**src/rtl/inst_fetch_unit_pkg.sv**
```systemverilog
// Shared definitions for the instruction fetch front end: FSM encodings,
// default parameters and the canonical NOP word.
package inst_fetch_unit_pkg;

   localparam int unsigned XLEN_DEF     = 32;
   localparam int unsigned QDEPTH_DEF   = 2;
   localparam logic [31:0] RESET_PC_DEF = 32'h0000_0000;
   localparam logic [31:0] NOP          = 32'h0000_0013;

   typedef enum logic [2:0] {
      ST_IDLE = 3'd0,
      ST_REQ  = 3'd1,
      ST_WAIT = 3'd2,
      ST_DROP = 3'd3,
      ST_HALT = 3'd4
   } fetch_state_e;

endpackage

```
**src/rtl/inst_fetch_unit_fetch_queue.sv**
```systemverilog
// Small synchronous FIFO of {pc, inst} pairs; the head entry is visible
// combinationally. Flush clears all entries and wins over push/pop.
module inst_fetch_unit_fetch_queue #(
   parameter int unsigned XLEN   = 32,
   parameter int unsigned QDEPTH = 2
) (
   input  logic                         clk,
   input  logic                         reset,
   input  logic                         push,
   input  logic                         pop,
   input  logic                         flush,
   input  logic [XLEN-1:0]              push_inst,
   input  logic [XLEN-1:0]              push_pc,
   output logic                         full,
   output logic                         empty,
   output logic [$clog2(QDEPTH):0]      count,
   output logic [XLEN-1:0]              head_inst,
   output logic [XLEN-1:0]              head_pc
);

   localparam int unsigned AW = $clog2(QDEPTH);
   localparam int unsigned CW = AW + 1;

   logic [XLEN-1:0] inst_mem_r [QDEPTH];
   logic [XLEN-1:0] pc_mem_r   [QDEPTH];
   logic [AW-1:0]   wr_ptr_r;
   logic [AW-1:0]   rd_ptr_r;
   logic [CW-1:0]   count_r;
   logic            do_push_s;
   logic            do_pop_s;

   assign full      = (count_r == CW'(QDEPTH));
   assign empty     = (count_r == {CW{1'b0}});
   assign count     = count_r;
   assign do_pop_s  = pop & ~empty;
   assign do_push_s = push & (~full | do_pop_s);
   assign head_inst = inst_mem_r[rd_ptr_r];
   assign head_pc   = pc_mem_r[rd_ptr_r];

   // Pointer and occupancy tracking.
   always_ff @(posedge clk or posedge reset) begin
      if (reset) begin
         wr_ptr_r <= {AW{1'b0}};
         rd_ptr_r <= {AW{1'b0}};
         count_r  <= {CW{1'b0}};
      end else if (flush) begin
         wr_ptr_r <= {AW{1'b0}};
         rd_ptr_r <= {AW{1'b0}};
         count_r  <= {CW{1'b0}};
      end else begin
         wr_ptr_r <= wr_ptr_r + AW'(do_push_s);
         rd_ptr_r <= rd_ptr_r + AW'(do_pop_s);
         count_r  <= count_r + CW'(do_push_s) - CW'(do_pop_s);
      end
   end

   // Entry storage; contents are qualified by count, so no reset is needed.
   always_ff @(posedge clk) begin
      if (do_push_s && !flush) begin
         inst_mem_r[wr_ptr_r] <= push_inst;
         pc_mem_r[wr_ptr_r]   <= push_pc;
      end
   end

endmodule

```
**src/rtl/inst_fetch_unit.sv**
```systemverilog
// Fetch front end: owns the fetch PC, issues one outstanding word read at a
// time under queue credit, and handles redirect flushes and sticky halt.
module inst_fetch_unit
   import inst_fetch_unit_pkg::*;
#(
   parameter int unsigned     XLEN     = XLEN_DEF,
   parameter logic [XLEN-1:0] RESET_PC = XLEN'(RESET_PC_DEF),
   parameter int unsigned     QDEPTH   = QDEPTH_DEF
) (
   input  logic            clk,
   input  logic            reset,
   output logic            imem_req_valid,
   input  logic            imem_req_ready,
   output logic [XLEN-1:0] imem_req_addr,
   input  logic            imem_resp_valid,
   input  logic [XLEN-1:0] imem_resp_data,
   output logic            inst_valid,
   input  logic            inst_ready,
   output logic [XLEN-1:0] inst,
   output logic [XLEN-1:0] inst_pc,
   input  logic            redirect_valid,
   input  logic [XLEN-1:0] redirect_pc,
   input  logic            halt
);

   localparam int unsigned CW   = $clog2(QDEPTH) + 1;
   localparam logic [CW-1:0] QD_C = CW'(QDEPTH);

   fetch_state_e    state_r;
   fetch_state_e    state_s;
   logic [XLEN-1:0] fetch_pc_r;
   logic [XLEN-1:0] fetch_pc_s;
   logic            halted_r;
   logic            halt_now_s;
   logic            redir_s;
   logic            push_s;
   logic            pop_s;
   logic            credit_s;
   logic            full_s;
   logic            empty_s;
   logic [CW-1:0]   count_s;
   logic [CW-1:0]   count_next_s;
   logic [XLEN-1:0] head_inst_s;
   logic [XLEN-1:0] head_pc_s;

   // Halt beats redirect in the same cycle, and a halted unit ignores redirects.
   assign halt_now_s   = halt | halted_r;
   assign redir_s      = redirect_valid & ~halt_now_s & (state_r != ST_HALT);
   assign push_s       = (state_r == ST_WAIT) & imem_resp_valid & ~redir_s & (~full_s | pop_s);
   assign pop_s        = inst_ready & ~empty_s & ~redir_s;
   assign count_next_s = redir_s ? {CW{1'b0}} : (count_s + CW'(push_s) - CW'(pop_s));
   assign credit_s     = (count_next_s < QD_C);

   inst_fetch_unit_fetch_queue #(
      .XLEN   (XLEN),
      .QDEPTH (QDEPTH)
   ) u_queue (
      .clk       (clk),
      .reset     (reset),
      .push      (push_s),
      .pop       (pop_s),
      .flush     (redir_s),
      .push_inst (imem_resp_data),
      .push_pc   (fetch_pc_r),
      .full      (full_s),
      .empty     (empty_s),
      .count     (count_s),
      .head_inst (head_inst_s),
      .head_pc   (head_pc_s)
   );

   // Next-state and next fetch PC.
   always_comb begin
      state_s    = state_r;
      fetch_pc_s = fetch_pc_r;
      if (redir_s) begin
         fetch_pc_s = redirect_pc & ~XLEN'(2'd3);
      end else if (push_s) begin
         fetch_pc_s = fetch_pc_r + XLEN'(3'd4);
      end else begin
         fetch_pc_s = fetch_pc_r;
      end
      case (state_r)
         ST_IDLE: begin
            if (redir_s)         state_s = ST_IDLE;
            else if (halt_now_s) state_s = ST_HALT;
            else if (credit_s)   state_s = ST_REQ;
            else                 state_s = ST_IDLE;
         end
         ST_REQ: begin
            // Without acceptance the request can be retracted; once accepted its response must be dropped.
            if (redir_s)             state_s = imem_req_ready ? ST_DROP : ST_IDLE;
            else if (imem_req_ready) state_s = ST_WAIT;
            else if (halt_now_s)     state_s = ST_HALT;
            else                     state_s = ST_REQ;
         end
         ST_WAIT, ST_DROP: begin
            if (imem_resp_valid) begin
               if (halt_now_s)    state_s = ST_HALT;
               else if (credit_s) state_s = ST_REQ;
               else               state_s = ST_IDLE;
            end else if (redir_s) begin
               state_s = ST_DROP;
            end else begin
               state_s = state_r;
            end
         end
         ST_HALT: state_s = ST_HALT;
         default: state_s = ST_IDLE;
      endcase
   end

   // FSM, fetch PC and sticky halt registers.
   always_ff @(posedge clk or posedge reset) begin
      if (reset) begin
         state_r    <= ST_IDLE;
         fetch_pc_r <= RESET_PC & ~XLEN'(2'd3);
         halted_r   <= 1'b0;
      end else begin
         state_r    <= state_s;
         fetch_pc_r <= fetch_pc_s;
         halted_r   <= halted_r | halt;
      end
   end

   assign imem_req_valid = (state_r == ST_REQ);
   assign imem_req_addr  = (state_r == ST_REQ) ? fetch_pc_r : {XLEN{1'b0}};
   assign inst_valid     = ~empty_s;
   assign inst           = empty_s ? {XLEN{1'b0}} : head_inst_s;
   assign inst_pc        = empty_s ? {XLEN{1'b0}} : head_pc_s;

endmodule

```
**config.mk**
```make
export PLATFORM = sky130hd
export DESIGN_NAME = inst_fetch_unit
export DESIGN_NICKNAME = d
export VERILOG_FILES = /design/src/rtl/inst_fetch_unit_pkg.sv /design/src/rtl/inst_fetch_unit_fetch_queue.sv /design/src/rtl/inst_fetch_unit.sv
export SDC_FILE = /design/constraint.sdc
export NUM_CORES = 1
export LEC_CHECK = 0
export ABC_AREA = 0
export CAP_MARGIN = 20
export CORE_MARGIN = 10
export CORE_UTILIZATION = 45
export CTS_BUF_LIST = sky130_fd_sc_hd__clkbuf_16
export DETAILED_ROUTE_END_ITERATION = 16
export GPL_TIMING_DRIVEN = 0
export PLACE_DENSITY = 0.74
export SKIP_CTS_REPAIR_TIMING = 1
export SLEW_MARGIN = 20
export SYNTH_ARGS = -nofsm -noshare
export SYNTH_HDL_FRONTEND = slang
export SYNTH_SLANG_ARGS = --single-unit
```
**constraint.sdc**
```tcl
create_clock -name clk -period 5.5 [get_ports clk]
set_input_delay 0.825 -clock clk [delete_from_list [all_inputs] [get_ports clk]]
set_output_delay 0.825 -clock clk [all_outputs]
set_load 0.02 [all_outputs]
```
==> results.json, run 1 <==
{
  "status": "finished clean",
  "p_sw_w": 0.00118,
  "worstSkewPairLatency_ns": 0.43,
  "cp_slowest_stage_delay_ns": 0.78,
  "path_buf_inv": 3,
  "most-common-layout-cells": "clkdlybuf4s50_1, edfxtp_1, nor2_1, mux2i_1, nand2_1",
  "critPathLaunchType": "register",
  "dieArea_um2": 21400,
  "grt_pass1_wl_mm": 29.5,
  "hold_viol": 0,
  "holdCritStartpoint": "fetch_pc_r[30]",
  "fmax_mhz": 259,
  "powerDensity_nw_per_um2": 383,
  "drt_iter0_drc": 230,
  "finalCritPeriodShare_pct": 70.3,
  "timing.rr.end": "u_queue.inst_mem_r[1][19]",
  "r2r_cells": 5,
  "tns_ns": 0,
  "swShare_pct": 31.5,
  "ctsRootBufferMaster": "clkbuf_16",
  "ys.warnings.count": 0,
  "clk_path_buf_depth": 2,
  "row_count": 46,
  "cp.arrival_ns": 3.04,
  "overflow": 0,
  "syn_area_um2": 7190,
  "viasPerCell": 5.12,
  "area_growth_syn_to_layout_pct": 36.1,
  "setup_viol": 0,
  "fillers": 1249,
  "grtUsageMet1_pct": 21.2,
  "grt_max_degree": 46,
  "final_common_cell": "clkdlybuf4s50_1",
  "ys_seq_elements": 162,
  "multi_input_area_um2": 2350,
  "crit_family": "buffers and inverters",
  "post_drt_wl_per_cell_um": 18.9,
  "final_util_pct": 62.1,
  "crit_path_end_kind": "output pin",
  "vdd_drop_max_mv": 0.243,
  "p_seq_share_pct": 36.3,
  "slowest_stage": "nor3b_1",
  "die_h_um": 146,
  "syn_inst": 566,
  "crit_required_ns": 4.68,
  "register_area_um2": 4670,
  "grt_antenna_before_repair": 1,
  "htreeDepth": 4,
  "path_class": "reg -> out",
  "clkTransAtPathRegs_ns": 0.07,
  "cts_buffers": 17,
  "combPwrFrac_pct": 33.3,
  "finish.net_count": 831,
  "intPower_w": 0.00256,
  "maxCapViolations": 0,
  "fp.coreArea_um2": 15800,
  "ys_seq_area_share_pct": 65.0,
  "crit_path_cell_trace": "buf_2 > nor3b_1 > clkbuf_1 > and2_1 > clkdlybuf4s50_1",
  "portBuffers": 162,
  "finClkSkew_ns": 0.0152,
  "vias": 5051,
  "worst-r2r-setup-slack_ns": 2.78,
  "drtAntennaViolNets": 0,
  "start_util_pct": 45.6,
  "hold_path.class": "reg -> reg",
  "met2_usage_pct": 29.0,
  "ios": 169,
  "avgSynthCellArea_um2": 12.7,
  "r2r_start": "state_r[1]",
  "hold_path_depth": 0,
  "min_to": "u_queue.pc_mem_r[1][30]",
  "die_w_um": 146,
  "top_usage_layer": "met2",
  "clkSinkCount": 162,
  "drc": 0,
  "grt_usage_pct": 17.5,
  "grt_pass1_vias": 5349,
  "worstMarginPinSlew_ns": 0.928,
  "instances_no_fill": 986,
  "rsz0062_at_grt": "no",
  "hpwlAfterDp_mm": 13.8,
  "power_leakage_nw": 3.71,
  "worstPathMaxFanout": 10,
  "cts_tree": "done",
  "drive_gt1_share_pct": 8.71,
  "gr-usage-met3_pct": 5.19,
  "maxSlewViolCount": 0,
  "routed_wl_mm": 18.7,
  "layout_min_cycle_time_ns": 3.86,
  "dr.pass1.iters": 5,
  "placed_cells": 953,
  "clkPwrFrac_pct": 30.3,
  "place_congestion": 0.831,
  "netlist-cell-type-count": 48,
  "maxSlewHeadroom_pct": 38.0
}
==> worst reg2reg max path, cell delays in order (launching register included) <==
cell and delay [ns]:
dfrtp_1 0.38, buf_2 0.18, o311ai_1 0.68, buf_2 0.38, and3_4 0.44, buf_16 0.28
==> area by class of cell <==
cell class / instances / share of cell area (%)
Inverter: 8 / 0.307
Clock buffer: 17 / 4.35
Clock inverter: 15 / 1.44
Sequential cell: 162 / 47.8
Tap cell: 216 / 2.76
Buffer: 33 / 1.65
Multi-Input combinational cell: 366 / 24.1
Timing Repair Buffer: 168 / 17.7
Antenna cell: 1 / 0.0256
==> layer usage <==
| metal | routed length [µm] | vias to the layer above |
|---|---|---|
| met4 | 281 | 2 |
| met3 | 1220 | 26 |
| met1 | 7910 | 2451 |
| met5 | 20 | - |
| li1 | - | 2395 |
| met2 | 9230 | 177 |
==> worst max path at each step <==
stage,start,to,cells past startpoint
after detailed placement,halt,state_r[0],9
after global routing,state_r[1],imem_req_addr[16],5
after CTS,state_r[1],imem_req_addr[16],5
after floorplan,halt,u_queue.inst_mem_r[0][0],4
final,state_r[1],imem_req_addr[16],5
after global placement,halt,u_queue.inst_mem_r[0][1],5
==> power by group through the flow <==
stage / Clock, W / Combinational, W / Sequential (W)
3_5_place_dp: 0 / 0.00127 / 0.00139
2_1_floorplan: 0 / 0.000704 / 0.00138
3_3_place_gp: 0 / 0.00125 / 0.00138
4_1_cts: 0.00116 / 0.00127 / 0.00136
5_1_grt: 0.00120 / 0.00134 / 0.00136
6_report: 0.00114 / 0.00125 / 0.00136
==> sequential cells by signal, summed over array words and instances, names as in the netlist <==
register,count
fetch_pc_r,30
halted_r,1
state_r,3
u_queue.count,2
u_queue.inst_mem_r,64
u_queue.pc_mem_r,60
u_queue.rd_ptr_r,1
u_queue.wr_ptr_r,1
==> kinds of logic (layout without fill, tap and decap cells) <==
family                     after synthesis  count (layout)  share of synthesized area, %
other                                    1               5                        0.0522
adders and majority gates                4               4                         0.696
DFF                                    162             162                          65.0
xor gates and xnor gates                32              32                          3.90
AOI/OAI and AO/OA                       40              40                          3.27
and+or+nand+nor                        222             222                          15.5
buffers and inverters                   41             241                          2.66
muxes                                   64              64                          8.91
==> cells in the mapped netlist (all sizes together) <==
| master | count | area share, % |
|---|---|---|
| edfxtp | 124 | 52 |
| a21oi | 4 | 0.28 |
| or3 | 2 | 0.17 |
| nor2b | 1 | 0.087 |
| nand4 | 13 | 1.3 |
| xnor2 | 17 | 2.1 |
| nand2 | 41 | 2.2 |
| or4 | 2 | 0.26 |
| o311a | 1 | 0.30 |
| a31oi | 2 | 0.17 |
| dfrtp | 38 | 13 |
| o311ai | 1 | 0.12 |
| o31ai | 1 | 0.10 |
| or2 | 2 | 0.17 |
| nor2 | 83 | 4.3 |
| and2 | 35 | 3.0 |
| conb | 1 | 0.052 |
| nand3b | 1 | 0.10 |
| mux2i | 64 | 8.9 |
| and4 | 5 | 0.64 |
| and4bb | 1 | 0.23 |
| ha | 4 | 0.70 |
| or3b | 1 | 0.12 |
| nand2b | 1 | 0.087 |
| a31o | 1 | 0.12 |
| buf | 18 | 1.5 |
| o21ai | 28 | 1.9 |
| and3 | 6 | 0.52 |
| nor4 | 2 | 0.26 |
| nor3 | 9 | 0.77 |
| nand3 | 16 | 1.1 |
| xor2 | 15 | 1.8 |
| inv | 8 | 0.42 |
| clkbuf | 15 | 0.78 |
| o22a | 1 | 0.12 |
| a22oi | 1 | 0.10 |
| nor3b | 1 | 0.10 |
==> stage by stage <==
step	setup slack [ns]	hold slack (ns)	instance area, µm²	power [W]
global placement	-0.662	0.528	9100	0.00263
global route	1.43	0.563	9790	0.00391
CTS	1.60	0.556	9790	0.00379
finish	1.64	0.552	9790	0.00375
detailed placement	2.04	0.536	9220	0.00265
floorplan	1.34	0.490	7210	0.00208
Note: power is estimated with default switching activity, not from simulation.
==> run 2: changes to the inputs <==
--- a/config.mk
+++ b/config.mk
@@ -8,11 +8,11 @@
 export ABC_AREA = 0
 export CAP_MARGIN = 20
 export CORE_MARGIN = 10
-export CORE_UTILIZATION = 45
+export CORE_UTILIZATION = 50
 export CTS_BUF_LIST = sky130_fd_sc_hd__clkbuf_16
 export DETAILED_ROUTE_END_ITERATION = 16
 export GPL_TIMING_DRIVEN = 0
-export PLACE_DENSITY = 0.74
+export PLACE_DENSITY = 0.78
 export SKIP_CTS_REPAIR_TIMING = 1
 export SLEW_MARGIN = 20
 export SYNTH_ARGS = -nofsm -noshare
==> constraint.sdc (replaced) <==
create_clock -name clk -period 3.82 [get_ports clk]
set_input_delay 0.573 -clock clk [delete_from_list [all_inputs] [get_ports clk]]
set_output_delay 0.573 -clock clk [all_outputs]
set_load 0.02 [all_outputs]
==> run 2 against run 1 <==
Largest cell class unchanged. Worst setup slack worse by 1.4 ns. Sequential power up 44%. Die area fell by 8.7%. Sequential cell count did not move. Design area up 0.45%. Sequential share of layout area down 0.21 points. Power rose by 49%. Core utilization increased by 8.2 points. First-iteration DRC count is 25% higher. Combinational power grew 44%. Hold slack got worse by 0.064 ns. Largest power group unchanged.
==> results.json, run 2 (same netlist as run 1, synthesis figures left out) <==
{
  "status": "finished clean",
  "maxSlewViolCount": 0,
  "worstSkewPairLatency_ns": 0.42,
  "placed_cells": 917,
  "vias": 5082,
  "cts_buffers": 17,
  "worstMarginPinSlew_ns": 0.927,
  "area_growth_syn_to_layout_pct": 36.7,
  "grt_pass1_wl_mm": 29.0,
  "portBuffers": 162,
  "drive_gt1_share_pct": 8.72,
  "rsz0062_at_grt": "no",
  "hold_viol": 0,
  "dieArea_um2": 19600,
  "largest_reg_flops": 64,
  "crit_path_end_kind": "output pin",
  "drc": 0,
  "place_congestion": 0.856,
  "vdd_drop_max_mv": 0.332,
  "grt_pass1_vias": 5205,
  "ctsRootBufferMaster": "clkbuf_16",
  "crit_required_ns": 3.25,
  "hpwlAfterDp_mm": 13.4,
  "reg.largest.list": "u_queue.inst_mem_r: 64 flops, u_queue.pc_mem_r: 60 flops, fetch_pc_r: 30 flops",
  "cts_tree": "done",
  "finalCritPeriodShare_pct": 94.3,
  "clkTransAtPathRegs_ns": 0.06,
  "viasPerCell": 5.36,
  "finClkSkew_ns": 0.00853,
  "instances_no_fill": 948,
  "drt_iter0_drc": 287,
  "die_h_um": 140,
  "fp.coreArea_um2": 14000,
  "setup_viol": 0,
  "post_drt_wl_per_cell_um": 19.4,
  "layout_min_cycle_time_ns": 3.60,
  "powerDensity_nw_per_um2": 568,
  "clkSinkCount": 162,
  "clk_path_buf_depth": 2,
  "final_common_cell": "clkdlybuf4s50_1",
  "grt_usage_pct": 18.6,
  "most-common-layout-cells": "clkdlybuf4s50_1, edfxtp_1, nor2_1, mux2i_1, nand2_1",
  "maxCapViolations": 0,
  "cp.arrival_ns": 3.03,
  "die_w_um": 140,
  "overflow": 0,
  "maxSlewHeadroom_pct": 38.1,
  "tns_ns": 0,
  "multi_input_area_um2": 2350,
  "finish.net_count": 831,
  "routed_wl_mm": 18.4,
  "start_util_pct": 51.4,
  "fmax_mhz": 278,
  "worstPathMaxFanout": 10,
  "p_total_w": 0.00558,
  "htreeDepth": 4,
  "drtAntennaViolNets": 0,
  "fillers": 970,
  "register_area_um2": 4670,
  "row_count": 43,
  "n_antenna_cell": 0,
  "hold_path.class": "in -> async",
  "regMostFlops": "u_queue.inst_mem_r",
  "path_class": "reg -> out",
  "dr.pass1.iters": 5,
  "power_leakage_nw": 3.75,
  "critPathLaunchType": "register",
  "grt_antenna_before_repair": 0,
  "ios": 169,
  "final_util_pct": 70.3,
  "grt_max_degree": 52
}
## run 2: cell count changes in the layout (fill, tap and decap cells not counted), sizes merged
cell / previous run / this run
bufinv: 2 / 5
clkinv: 5 / 6
clkinvlp: 5 / 2
diode: 1 / 0
inv: 11 / 9
## run 2: cell type report
cell class                      count  area share [%]
Sequential cell                   162            47.5
Buffer                             33            1.64
Clock inverter                     14            2.16
Tap cell                          180            2.29
Clock buffer                       17            4.33
Timing Repair Buffer              168            17.8
Inverter                            8           0.305
Multi-Input combinational cell    366            23.9
## run 2: routing by layer
metal  part of all wire, %  track usage [%]  vias up
li1                      -                -     2409
met1                    42             23.4     2485
met2                    50             30.4      165
met3                   5.9             4.97       23
met4                   1.9             6.68        0
met5                     0                0        -
## run 2: path summary, 6_finish.rpt
| path | start | to | slack (ns) | cells after the start |
|---|---|---|---|---|
| setup / recovery | state_r[1] | imem_req_addr[16] | 0.22 | 5 |
| hold / removal | reset | u_queue.count[1] | 0.49 | 2 |
| setup reg to reg | state_r[1] | u_queue.inst_mem_r[0][16] | 0.98 | 7 |
| hold reg to reg | fetch_pc_r[30] | u_queue.pc_mem_r[0][30] | 0.55 | 0 |
| max in group asynchronous | reset | fetch_pc_r[23] | 2.87 | 3 |
| min in group clk | fetch_pc_r[30] | u_queue.pc_mem_r[0][30] | 0.55 | 0 |
## run 2: critical path, stage by stage, from the launching register on
cell and delay, ns:
dfrtp_1 0.37, buf_2 0.18, nor3b_1 0.78, clkbuf_1 0.41, and2_1 0.22, clkdlybuf4s50_1 0.65
## run 2: per-stage QoR
stage / instance area [µm²] / hold WS, ns / setup WS, ns
floorplan: 7210 / 0.490 / 0.580
CTS: 9830 / 0.484 / 0.170
global placement: 9060 / 0.521 / -0.792
finish: 9830 / 0.488 / 0.218
detailed placement: 9190 / 0.542 / 0.581
global route: 9830 / 0.503 / 0.0355
## run 2: power by group
group | leakage (nW) | internal [W] | switching (W)
registers | 1.66 | 0.00192 | 0.0000351
clock network | 0.304 | 0.00115 | 0.000674
logic | 1.79 | 0.000818 | 0.000978
total | 3.75 | 0.00390 | 0.00169
